===== src/rtl/io_pkg.sv =====
`default_nettype none
// +----------------------------------------------------------------------+
// | Package : io_pkg                                                     |
// | Purpose : Shared read-address decode for io_read_mux. Classifies a   |
// |           read address as channel / status / invalid (status word    |
// |           sits at address R) and validates the select width.        |
// | Rev     : 1.0  initial release                                       |
// +----------------------------------------------------------------------+
package io_pkg;

  typedef enum logic [1:0] {
    SEL_CHAN    = 2'd0,
    SEL_STATUS  = 2'd1,
    SEL_INVALID = 2'd2
  } sel_kind_e;

  // The status word lives immediately above the last channel.
  function automatic int unsigned status_addr(input int unsigned r);
    return r;
  endfunction

  // The select field must be able to address every channel plus status.
  function automatic bit sel_width_ok(input int unsigned r, input int unsigned n);
    return int'(n) >= $clog2(r + 1);
  endfunction

  function automatic sel_kind_e decode_sel(input int unsigned sel, input int unsigned r);
    if (sel < status_addr(r)) begin
      return SEL_CHAN;
    end else if (sel == status_addr(r)) begin
      return SEL_STATUS;
    end else begin
      return SEL_INVALID;
    end
  endfunction

endpackage
`default_nettype wire


===== src/rtl/io_read_mux_if.sv =====
`default_nettype none
// +----------------------------------------------------------------------+
// | Interface : io_read_mux_if                                           |
// | Purpose   : Bundles the channel inputs, read request and read        |
// |             response / flag outputs of io_read_mux.                  |
// | Ports     : data_in, in_valid, rd_req, rd_sel  (master -> slave)     |
// |             rd_data, rd_valid, rd_ack, rd_err, pending, overrun      |
// |             (slave -> master)                                        |
// | Rev       : 1.0  initial release                                     |
// +----------------------------------------------------------------------+
interface io_read_mux_if #(
  parameter int unsigned R = 4,
  parameter int unsigned T = 8,
  parameter int unsigned N = 3
);
  logic [R*T-1:0] data_in;
  logic [R-1:0]   in_valid;
  logic           rd_req;
  logic [N-1:0]   rd_sel;
  logic [T-1:0]   rd_data;
  logic           rd_valid;
  logic [R-1:0]   rd_ack;
  logic           rd_err;
  logic [R-1:0]   pending;
  logic [R-1:0]   overrun;

  modport master (
    output data_in, in_valid, rd_req, rd_sel,
    input  rd_data, rd_valid, rd_ack, rd_err, pending, overrun
  );

  modport slave (
    input  data_in, in_valid, rd_req, rd_sel,
    output rd_data, rd_valid, rd_ack, rd_err, pending, overrun
  );
endinterface
`default_nettype wire


===== src/rtl/io_chan_hold.sv =====
`default_nettype none
// +----------------------------------------------------------------------+
// | Module  : io_chan_hold                                               |
// | Purpose : Per-channel hold register with sticky pending / overrun.   |
// | Ports   : clk, rst_n    clock, async active-low reset                |
// |           in_valid      capture data_in this edge                    |
// |           data_in[T]    channel sample                               |
// |           rd_hit        this channel is being read this edge         |
// |           hold_q[T]     captured sample                              |
// |           pending_q     unread data present                          |
// |           overrun_q     a sample was overwritten before being read   |
// | Rev     : 1.0  initial release                                       |
// +----------------------------------------------------------------------+
module io_chan_hold #(
  parameter int unsigned T = 8
) (
  input  logic         clk,
  input  logic         rst_n,
  input  logic         in_valid,
  input  logic [T-1:0] data_in,
  input  logic         rd_hit,
  output logic [T-1:0] hold_q,
  output logic         pending_q,
  output logic         overrun_q
);
  import io_pkg::*;

  logic [T-1:0] hold_d;
  logic         pending_d;
  logic         overrun_d;

  always_comb begin
    hold_d    = in_valid ? data_in : hold_q;
    // A new sample beats a simultaneous read: the reader got the old value,
    // so the new one is still unread.
    pending_d = in_valid ? 1'b1 : (rd_hit ? 1'b0 : pending_q);
    // A read always clears overrun; only an unread overwrite sets it.
    if (rd_hit) begin
      overrun_d = 1'b0;
    end else if (in_valid && pending_q) begin
      overrun_d = 1'b1;
    end else begin
      overrun_d = overrun_q;
    end
  end

  always_ff @(posedge clk or negedge rst_n) begin
    if (!rst_n) begin
      hold_q    <= '0;
      pending_q <= 1'b0;
      overrun_q <= 1'b0;
    end else begin
      hold_q    <= hold_d;
      pending_q <= pending_d;
      overrun_q <= overrun_d;
    end
  end

endmodule
`default_nettype wire


===== src/rtl/io_read_mux.sv =====
`default_nettype none
// +----------------------------------------------------------------------+
// | Module  : io_read_mux                                                |
// | Purpose : R-channel capture-and-read multiplexer. Each channel holds |
// |           its latest sample with sticky pending/overrun flags; a     |
// |           read returns a channel, the pending status word (address   |
// |           R) or an error, one cycle after the request.               |
// | Ports   : clk, rst_n   clock, async active-low reset                 |
// |           bus          io_read_mux_if.slave (data_in, in_valid,      |
// |                        rd_req, rd_sel in; rd_data, rd_valid, rd_ack, |
// |                        rd_err, pending, overrun out)                 |
// | Rev     : 1.0  initial release                                       |
// +----------------------------------------------------------------------+
module io_read_mux #(
  parameter int unsigned R = 4,
  parameter int unsigned T = 8,
  parameter int unsigned N = 3
) (
  input  logic          clk,
  input  logic          rst_n,
  io_read_mux_if.slave  bus
);
  import io_pkg::*;

  if (!sel_width_ok(R, N)) begin : g_sel_width_check
    $error("io_read_mux: select width N too small for R channels plus status");
  end

  logic [T-1:0]   hold_q [R];
  logic [R-1:0]   pending_vec;
  logic [R-1:0]   overrun_vec;
  logic [R-1:0]   rd_hit;
  logic [31:0]    sel_ext;
  sel_kind_e      sel_kind;
  logic [T-1:0]   chan_data;
  logic [R+T-1:0] status_ext;
  logic [T-1:0]   status_word;

  logic [T-1:0]   rd_data_d,  rd_data_q;
  logic           rd_valid_d, rd_valid_q;
  logic [R-1:0]   rd_ack_d,   rd_ack_q;
  logic           rd_err_d,   rd_err_q;

  assign sel_ext  = 32'(bus.rd_sel);
  assign sel_kind = decode_sel(sel_ext, R);

  // Zero-extend (or truncate when R > T) the pending vector to one word.
  assign status_ext  = {{T{1'b0}}, pending_vec};
  assign status_word = status_ext[T-1:0];

  always_comb begin
    rd_hit    = '0;
    chan_data = '0;
    for (int unsigned k = 0; k < R; k++) begin
      if (sel_ext == k) begin
        chan_data = hold_q[k];
        rd_hit[k] = bus.rd_req && (sel_kind == SEL_CHAN);
      end
    end
  end

  for (genvar k = 0; k < R; k++) begin : g_chan
    io_chan_hold #(.T(T)) u_hold (
      .clk       (clk),
      .rst_n     (rst_n),
      .in_valid  (bus.in_valid[k]),
      .data_in   (bus.data_in[k*T +: T]),
      .rd_hit    (rd_hit[k]),
      .hold_q    (hold_q[k]),
      .pending_q (pending_vec[k]),
      .overrun_q (overrun_vec[k])
    );
  end

  // Response decode; rd_data keeps its last value when idle.
  always_comb begin
    rd_data_d  = rd_data_q;
    rd_valid_d = 1'b0;
    rd_ack_d   = '0;
    rd_err_d   = 1'b0;
    if (bus.rd_req) begin
      rd_valid_d = 1'b1;
      unique case (sel_kind)
        SEL_CHAN: begin
          rd_data_d = chan_data;
          rd_ack_d  = rd_hit;
        end
        SEL_STATUS: begin
          rd_data_d = status_word;
        end
        default: begin
          rd_data_d = '0;
          rd_err_d  = 1'b1;
        end
      endcase
    end
  end

  always_ff @(posedge clk or negedge rst_n) begin
    if (!rst_n) begin
      rd_data_q  <= '0;
      rd_valid_q <= 1'b0;
      rd_ack_q   <= '0;
      rd_err_q   <= 1'b0;
    end else begin
      rd_data_q  <= rd_data_d;
      rd_valid_q <= rd_valid_d;
      rd_ack_q   <= rd_ack_d;
      rd_err_q   <= rd_err_d;
    end
  end

  assign bus.rd_data  = rd_data_q;
  assign bus.rd_valid = rd_valid_q;
  assign bus.rd_ack   = rd_ack_q;
  assign bus.rd_err   = rd_err_q;
  assign bus.pending  = pending_vec;
  assign bus.overrun  = overrun_vec;

endmodule
`default_nettype wire


===== src/flat_wrapper.sv =====
// flat-port wrapper written by rule: the top's interface ports become plain ports
module io_read_mux_flat import io_pkg::*;
#(
  parameter int unsigned R = 4,
  parameter int unsigned T = 8,
  parameter int unsigned N = 3
)
  (clk, rst_n, bus_data_in, bus_in_valid, bus_rd_req, bus_rd_sel, bus_rd_data, bus_rd_valid, bus_rd_ack, bus_rd_err, bus_pending, bus_overrun);
  io_read_mux_if #(.R(R), .T(T), .N(N)) bus_i ();
  input  logic clk;
  input  logic rst_n;
  input wire logic [$bits(bus_i.data_in)-1:0] bus_data_in;
  input wire logic [$bits(bus_i.in_valid)-1:0] bus_in_valid;
  input wire logic [$bits(bus_i.rd_req)-1:0] bus_rd_req;
  input wire logic [$bits(bus_i.rd_sel)-1:0] bus_rd_sel;
  output wire logic [$bits(bus_i.rd_data)-1:0] bus_rd_data;
  output wire logic [$bits(bus_i.rd_valid)-1:0] bus_rd_valid;
  output wire logic [$bits(bus_i.rd_ack)-1:0] bus_rd_ack;
  output wire logic [$bits(bus_i.rd_err)-1:0] bus_rd_err;
  output wire logic [$bits(bus_i.pending)-1:0] bus_pending;
  output wire logic [$bits(bus_i.overrun)-1:0] bus_overrun;
  assign bus_i.data_in = bus_data_in;
  assign bus_i.in_valid = bus_in_valid;
  assign bus_i.rd_req = bus_rd_req;
  assign bus_i.rd_sel = bus_rd_sel;
  assign bus_rd_data = bus_i.rd_data;
  assign bus_rd_valid = bus_i.rd_valid;
  assign bus_rd_ack = bus_i.rd_ack;
  assign bus_rd_err = bus_i.rd_err;
  assign bus_pending = bus_i.pending;
  assign bus_overrun = bus_i.overrun;
  io_read_mux #(.R(R), .T(T), .N(N)) u_core (.clk(clk), .rst_n(rst_n), .bus(bus_i));
endmodule

===== config.mk =====
export PLATFORM = sky130hd
export DESIGN_NAME = io_read_mux_flat
export DESIGN_NICKNAME = d
export VERILOG_FILES = /design/src/rtl/io_pkg.sv /design/src/rtl/io_read_mux_if.sv /design/src/rtl/io_chan_hold.sv /design/src/rtl/io_read_mux.sv /design/src/flat_wrapper.sv
export SDC_FILE = /design/constraint.sdc
export NUM_CORES = 1
export LEC_CHECK = 0
export BUFFER_PORTS_ARGS = -buffer_cell sky130_fd_sc_hd__buf_2
export CAP_MARGIN = 20
export CORE_MARGIN = 4
export CORE_UTILIZATION = 35
export DETAILED_ROUTE_END_ITERATION = 8
export SYNTH_ARGS = -nofsm -noshare
export SYNTH_HDL_FRONTEND = slang
export SYNTH_SLANG_ARGS = --single-unit

===== constraint.sdc =====
create_clock -name clk -period 1.8 [get_ports clk]
set_input_delay 0.27 -clock clk [delete_from_list [all_inputs] [get_ports clk]]
set_output_delay 0.27 -clock clk [all_outputs]
set_load 0.005 [all_outputs]

== Yosys cells after proc, flatten, opt, wreduce, memory -nomap -nowiden ==
Index checks and enable logic that the tools add are counted.

* Output and inout bits: 22
* Logic and storage cells: 70
* Register bits after elaboration: 54
* Input bits: 42

* Reduce and logical (&&, ||, !) cells: 16
* Mux-type cells: 32
* Equality and inequality tests: 5
* $lt $le $gt $ge: 1

{| class="wikitable"
|+ Operator list
! kind !! number
|-
| 32-bit logical NOT || 1
|-
| 8-bit 2-to-1 mux || 4
|-
| 1-bit 2-to-1 mux || 23
|-
| 8-bit case mux with 2 select lines || 1
|-
| 2-bit nonzero test || 8
|-
| 4-bit 2-to-1 mux || 2
|-
| 3-bit by 2-bit equality test with 1-bit output (second input constant) || 2
|-
| 1-bit logical AND || 5
|-
| 2-bit 2-to-1 mux || 2
|-
| 3-bit by 1-bit equality test with 1-bit output (second input constant) || 1
|-
| 3-bit equality test (second input constant) || 1
|-
| 3-bit < comparator (second input constant) || 1
|-
| 2-bit by 1-bit equality test with 1-bit output (second input constant) || 1
|-
| 2-bit logical NOT || 1
|-
| 2-bit OR reduction || 1
|}

== Longest topological paths before layout ==
* Depth in word-level cells: 8
* Depth in mapped cells: 5
* Depth with buffers taken out: 4

== Hierarchy ==
A second synthesis with hierarchy kept.

* Cells, all modules: 160
* Area, all modules: 2402.3 sq um

{| class="wikitable"
|+ Modules (own cells, without submodules)
! module !! seq. area each (sq um) !! times used !! cells each !! area each (sq um)
|-
| io_chan_hold || 250.2 || 4 || 23 || 402.9
|-
| io_read_mux || 350.3 || 1 || 68 || 790.8
|}

== Least setup slack after synthesis ==
No wires, ideal clock.

* Path type: in2reg
* Start: input port bus_rd_sel[2]
* End: register u_core.rd_data_q[0] (netlist: u_core.bus.rd_data[0])
* Required time: 1660 ps
* Cell stages on the path: 4
* Arrival: 974 ps
* Setup time: 140 ps
* Buffers on the path: 1
* Path slack: 685 ps
* Path through: buf_2 > mux2_2 > o21ai_0 > a31oi_1

* Cells in the longest elaborated chain, start to end: 6
* Elaborated cells on any way between the ends: 15
* Classes of those cells: 1 x order compare; 5 x eq/ne; 7 x mux; 2 x reduce/logical

{| class="wikitable"
|+ Ends and longest elaborated chain
! what !! RTL line !! RTL
|-
| start: declaration || flat_wrapper.sv:15 || <nowiki>input wire logic [$bits(bus_i.rd_sel)-1:0] bus_rd_sel;</nowiki>
|-
| 32-bit logical NOT || io_read_mux.sv:55 || <nowiki>if (sel_ext == k) begin</nowiki>
|-
| 8-bit 2-to-1 mux (4 in a row) || io_read_mux.sv:55 ||
|-
| 8-bit case mux with 2 select lines * || io_read_mux.sv:83 || <nowiki>unique case (sel_kind)</nowiki>
|-
| end signal: assignment || io_read_mux.sv:106 || <nowiki>rd_data_q <= rd_data_d;</nowiki>
|-
| end: declaration || io_read_mux.sv:39 || <nowiki>logic [T-1:0] rd_data_d, rd_data_q;</nowiki>
|}

Mark *: on every way between the ends. The rest lies on a longest branch, timed or not.
A chain may end at the register's enable or synchronous reset.

== Worst setup path in the final report ==
* Start: register u_core.g_chan[2].u_hold.pending_q
* End: output port bus_pending[2]

{| class="wikitable"
|+ RTL lines
! what !! RTL line !! RTL
|-
| start: declaration || io_chan_hold.sv:23 || <nowiki>output logic pending_q,</nowiki>
|-
| start signal: assignment || io_chan_hold.sv:54 || <nowiki>pending_q <= pending_d;</nowiki>
|-
| end: declaration || flat_wrapper.sv:20 || <nowiki>output wire logic [$bits(bus_i.pending)-1:0] bus_pending;</nowiki>
|}

No word-level cell between the ends.

==> results.yml <==
power:
  p_leak_nw: 1.29
  power_density_nw_per_um2: 901
  peakVddDrop_uv: 466
clock_network:
  post_cts_buffers: 0
  cts-resized-gates: 0
  clk_pin_slew_ps: 90
  cts_inserted_buffers: 5
  cts_tree: "done"
  cts_sinks: 54
  cts.root.buffer_cell: "clkbuf_8"
  insertion_delay_ps: 300
  cts_buffer_depth: 2
  htree_levels: 2
global_routing:
  overflow: 0
  grt_usage_pct: 13.1
  grt_pass1_vias: 1564
  grt_max_degree: 55
  antenna_found_initial: 0
  grt_pass1_wl_mm: 7.86
finish:
  final_util_pct: 43.4
  antenna-diode-count: 0
  design_area_um2: 2770
  nets: 277
  area_growth_pct: 19.9
  final_layout_size_suffix_gt1_share_pct: 49.2
detailed_routing:
  first_pass_iters: 4
  drtAntennaViolNets: 0
  top_layer: "met4"
  dr_total_vias: 1487
  met1_length_mm: 2.06
  via_per_inst: 4.75
  routed-wl-met2_mm: 2.38
  drtIter0Drc: 66
  wl_met3_um: 359
  drc_errors: 0
  wirelength_mm: 4.84
  routedWlPerCell_um: 15.5
timing:
  setup_ws_ps: 647
  hold_violations: 0
  fin_worst_skew_ps: 4.17
  timing.hold.ws_ps: 190
  fmax_ghz: 0.867
  fin_tns_setup_ps: 0
  final-setup-viol-count: 0
  fin_crit_ps: 1150
  maxSlewViolCount: 0
  rsz0062_at_grt: "no"
  post-route-period-util_pct: 64.1
  worst_pin_slew_ps: 290
  maxSlewHeadroom_pct: 80.6
setup_path:
  criticalPathCategory: "register to output port"
  end_kind: "output port"
  cp_top_family: "flip-flops"
  required_ps: 1530
  crit_fanout: 4
  slowest_delay_ps: 430
  worstPathArrival_ps: 880
  crit_chain: "buf_2"
  crit_buf_inv: 1
  start_kind: "register"
  cp_slowest_cell: "dfrtp_1"
status:
  status: "completed"
synth:
  seq_area_frac_synth_pct: 58.5
  syn_avg_cell_area_um2: 13.0
  synthesis.nets: 220
  async_flop_share_pct: 100
  ys_types: 23
  synth_edf_count: 0
  yosys_most_used_dff: "dfrtp_1"
  synth-warning-count: 0
  synth-seq-cells: 54
  synth_area_um2: 2310
  syn-instance-count: 178
floorplanning:
  core_area_um2: 6390
  die_x_um: 89.3
  dieArea_um2: 7970
  start_util_pct: 36.2
  die_height_um: 89.3
  floorplan.rows: 29
  io_pins: 64
place:
  place_congestion: 0.711
  io_buffers: 63
  post-dp-hpwl_mm: 3.59
  dp_slack_ps: 440
  placed_area_um2: 2650
worst_hold_path:
  hold_class: "input pin to register"
flow_run:
  maxCapViolCount: 0
[where the power goes]
group	switching, mW	internal, mW
Sequential	0.0553	1.32
Combinational	0.144	0.187
Clock	0.381	0.410
[kinds of logic after synthesis]
| family | count (synthesis) | synth area share (%) |
|---|---|---|
| AOI/OAI and AO/OA | 24 | 5.85 |
| DFF | 54 | 58.5 |
| muxes | 43 | 23.2 |
| and+or+nand+nor | 32 | 6.39 |
| buffers and inverters | 25 | 6.06 |
[per-layer routing]
layer  global-route usage, %  vias up
li1                        -      715
met1                    16.3      721
met2                    21.7       44
met3                    4.52        7
met4                    3.65        0
met5                       0        -
[worst paths after layout]
| kind | slack [ps] | cells past startpoint | from | to |
|---|---|---|---|---|
| setup / recovery | 650 | 1 | u_core.g_chan[2].u_hold.pending_q$_DFFE_PN0P_ | bus_pending[2] |
| hold / removal | 190 | 2 | bus_data_in[31] | u_core.g_chan[3].u_hold.hold_q[7]$_DFFE_PN0P_ |
| setup reg to reg | 650 | 3 | u_core.g_chan[1].u_hold.hold_q[3]$_DFFE_PN0P_ | u_core.bus.rd_data[3]$_DFFE_PN0P_ |
| hold reg to reg | 500 | 2 | u_core.g_chan[3].u_hold.overrun_q$_DFFE_PN0P_ | u_core.g_chan[3].u_hold.overrun_q$_DFFE_PN0P_ |
| max in group asynchronous | 1070 | 3 | rst_n | u_core.bus.rd_ack[1]$_DFF_PN0_ |
| min in group asynchronous | 480 | 3 | rst_n | u_core.g_chan[2].u_hold.hold_q[4]$_DFFE_PN0P_ |
[per-stage QoR]
stage               total power [mW]  std cells
global placement                1.73        304
finish                          2.50        313
floorplan                       1.59        178
global route                    2.64        313
CTS                             2.54        313
detailed placement              1.74        304
[synthesized netlist by cell type, types with 3 or more instances]
cell	count	area (µm²)
buf_2	7	35.0
nor2_1	11	41.3
inv_1	7	26.3
o21ai_0	7	35.0
a21oi_1	8	40.0
dfrtp_1	54	1350
a31oi_1	3	18.8
nand2_1	10	37.5
mux2_2	39	439
buf_4	8	60.1
nand2b_1	5	31.3
[flip-flops by register name, summed over array words and instances, names as in the netlist]
register / flops
u_core.g_chan.u_hold.pending_q: 4
u_core.g_chan.u_hold.hold_q: 32
u_core.bus.rd_ack: 4
u_core.bus.rd_err: 1
u_core.g_chan.u_hold.overrun_q: 4
u_core.bus.rd_data: 8
u_core.bus.rd_valid: 1
[cell type report]
class	instances	area (µm²)
Clock buffer	5	68.8
Multi-Input combinational cell	99	820
Tap cell	77	96.3
Inverter	7	26.3
Sequential cell	54	1350
Clock inverter	3	40.0
Timing Repair Buffer	68	368
Fill cell	618	3620
[layout by cell type (no fill, tap or decap), types with 3 or more instances in the layout]
| cell type | n |
|---|---|
| clkbuf_8 | 5 |
| nand2_1 | 10 |
| nand2b_1 | 5 |
| nor2_1 | 11 |
| buf_2 | 63 |
| inv_1 | 7 |
| buf_4 | 3 |
| dfrtp_1 | 54 |
| a31oi_1 | 3 |
| a21oi_1 | 8 |
| mux2_2 | 39 |
| o21ai_0 | 7 |
[what timing repair did]
action	in CTS	in global routing
setup endpoints to repair	0	0
endpoints found under the hold margin	54	0
hold buffers	1	0
Note: power is estimated with default switching activity, not from simulation.
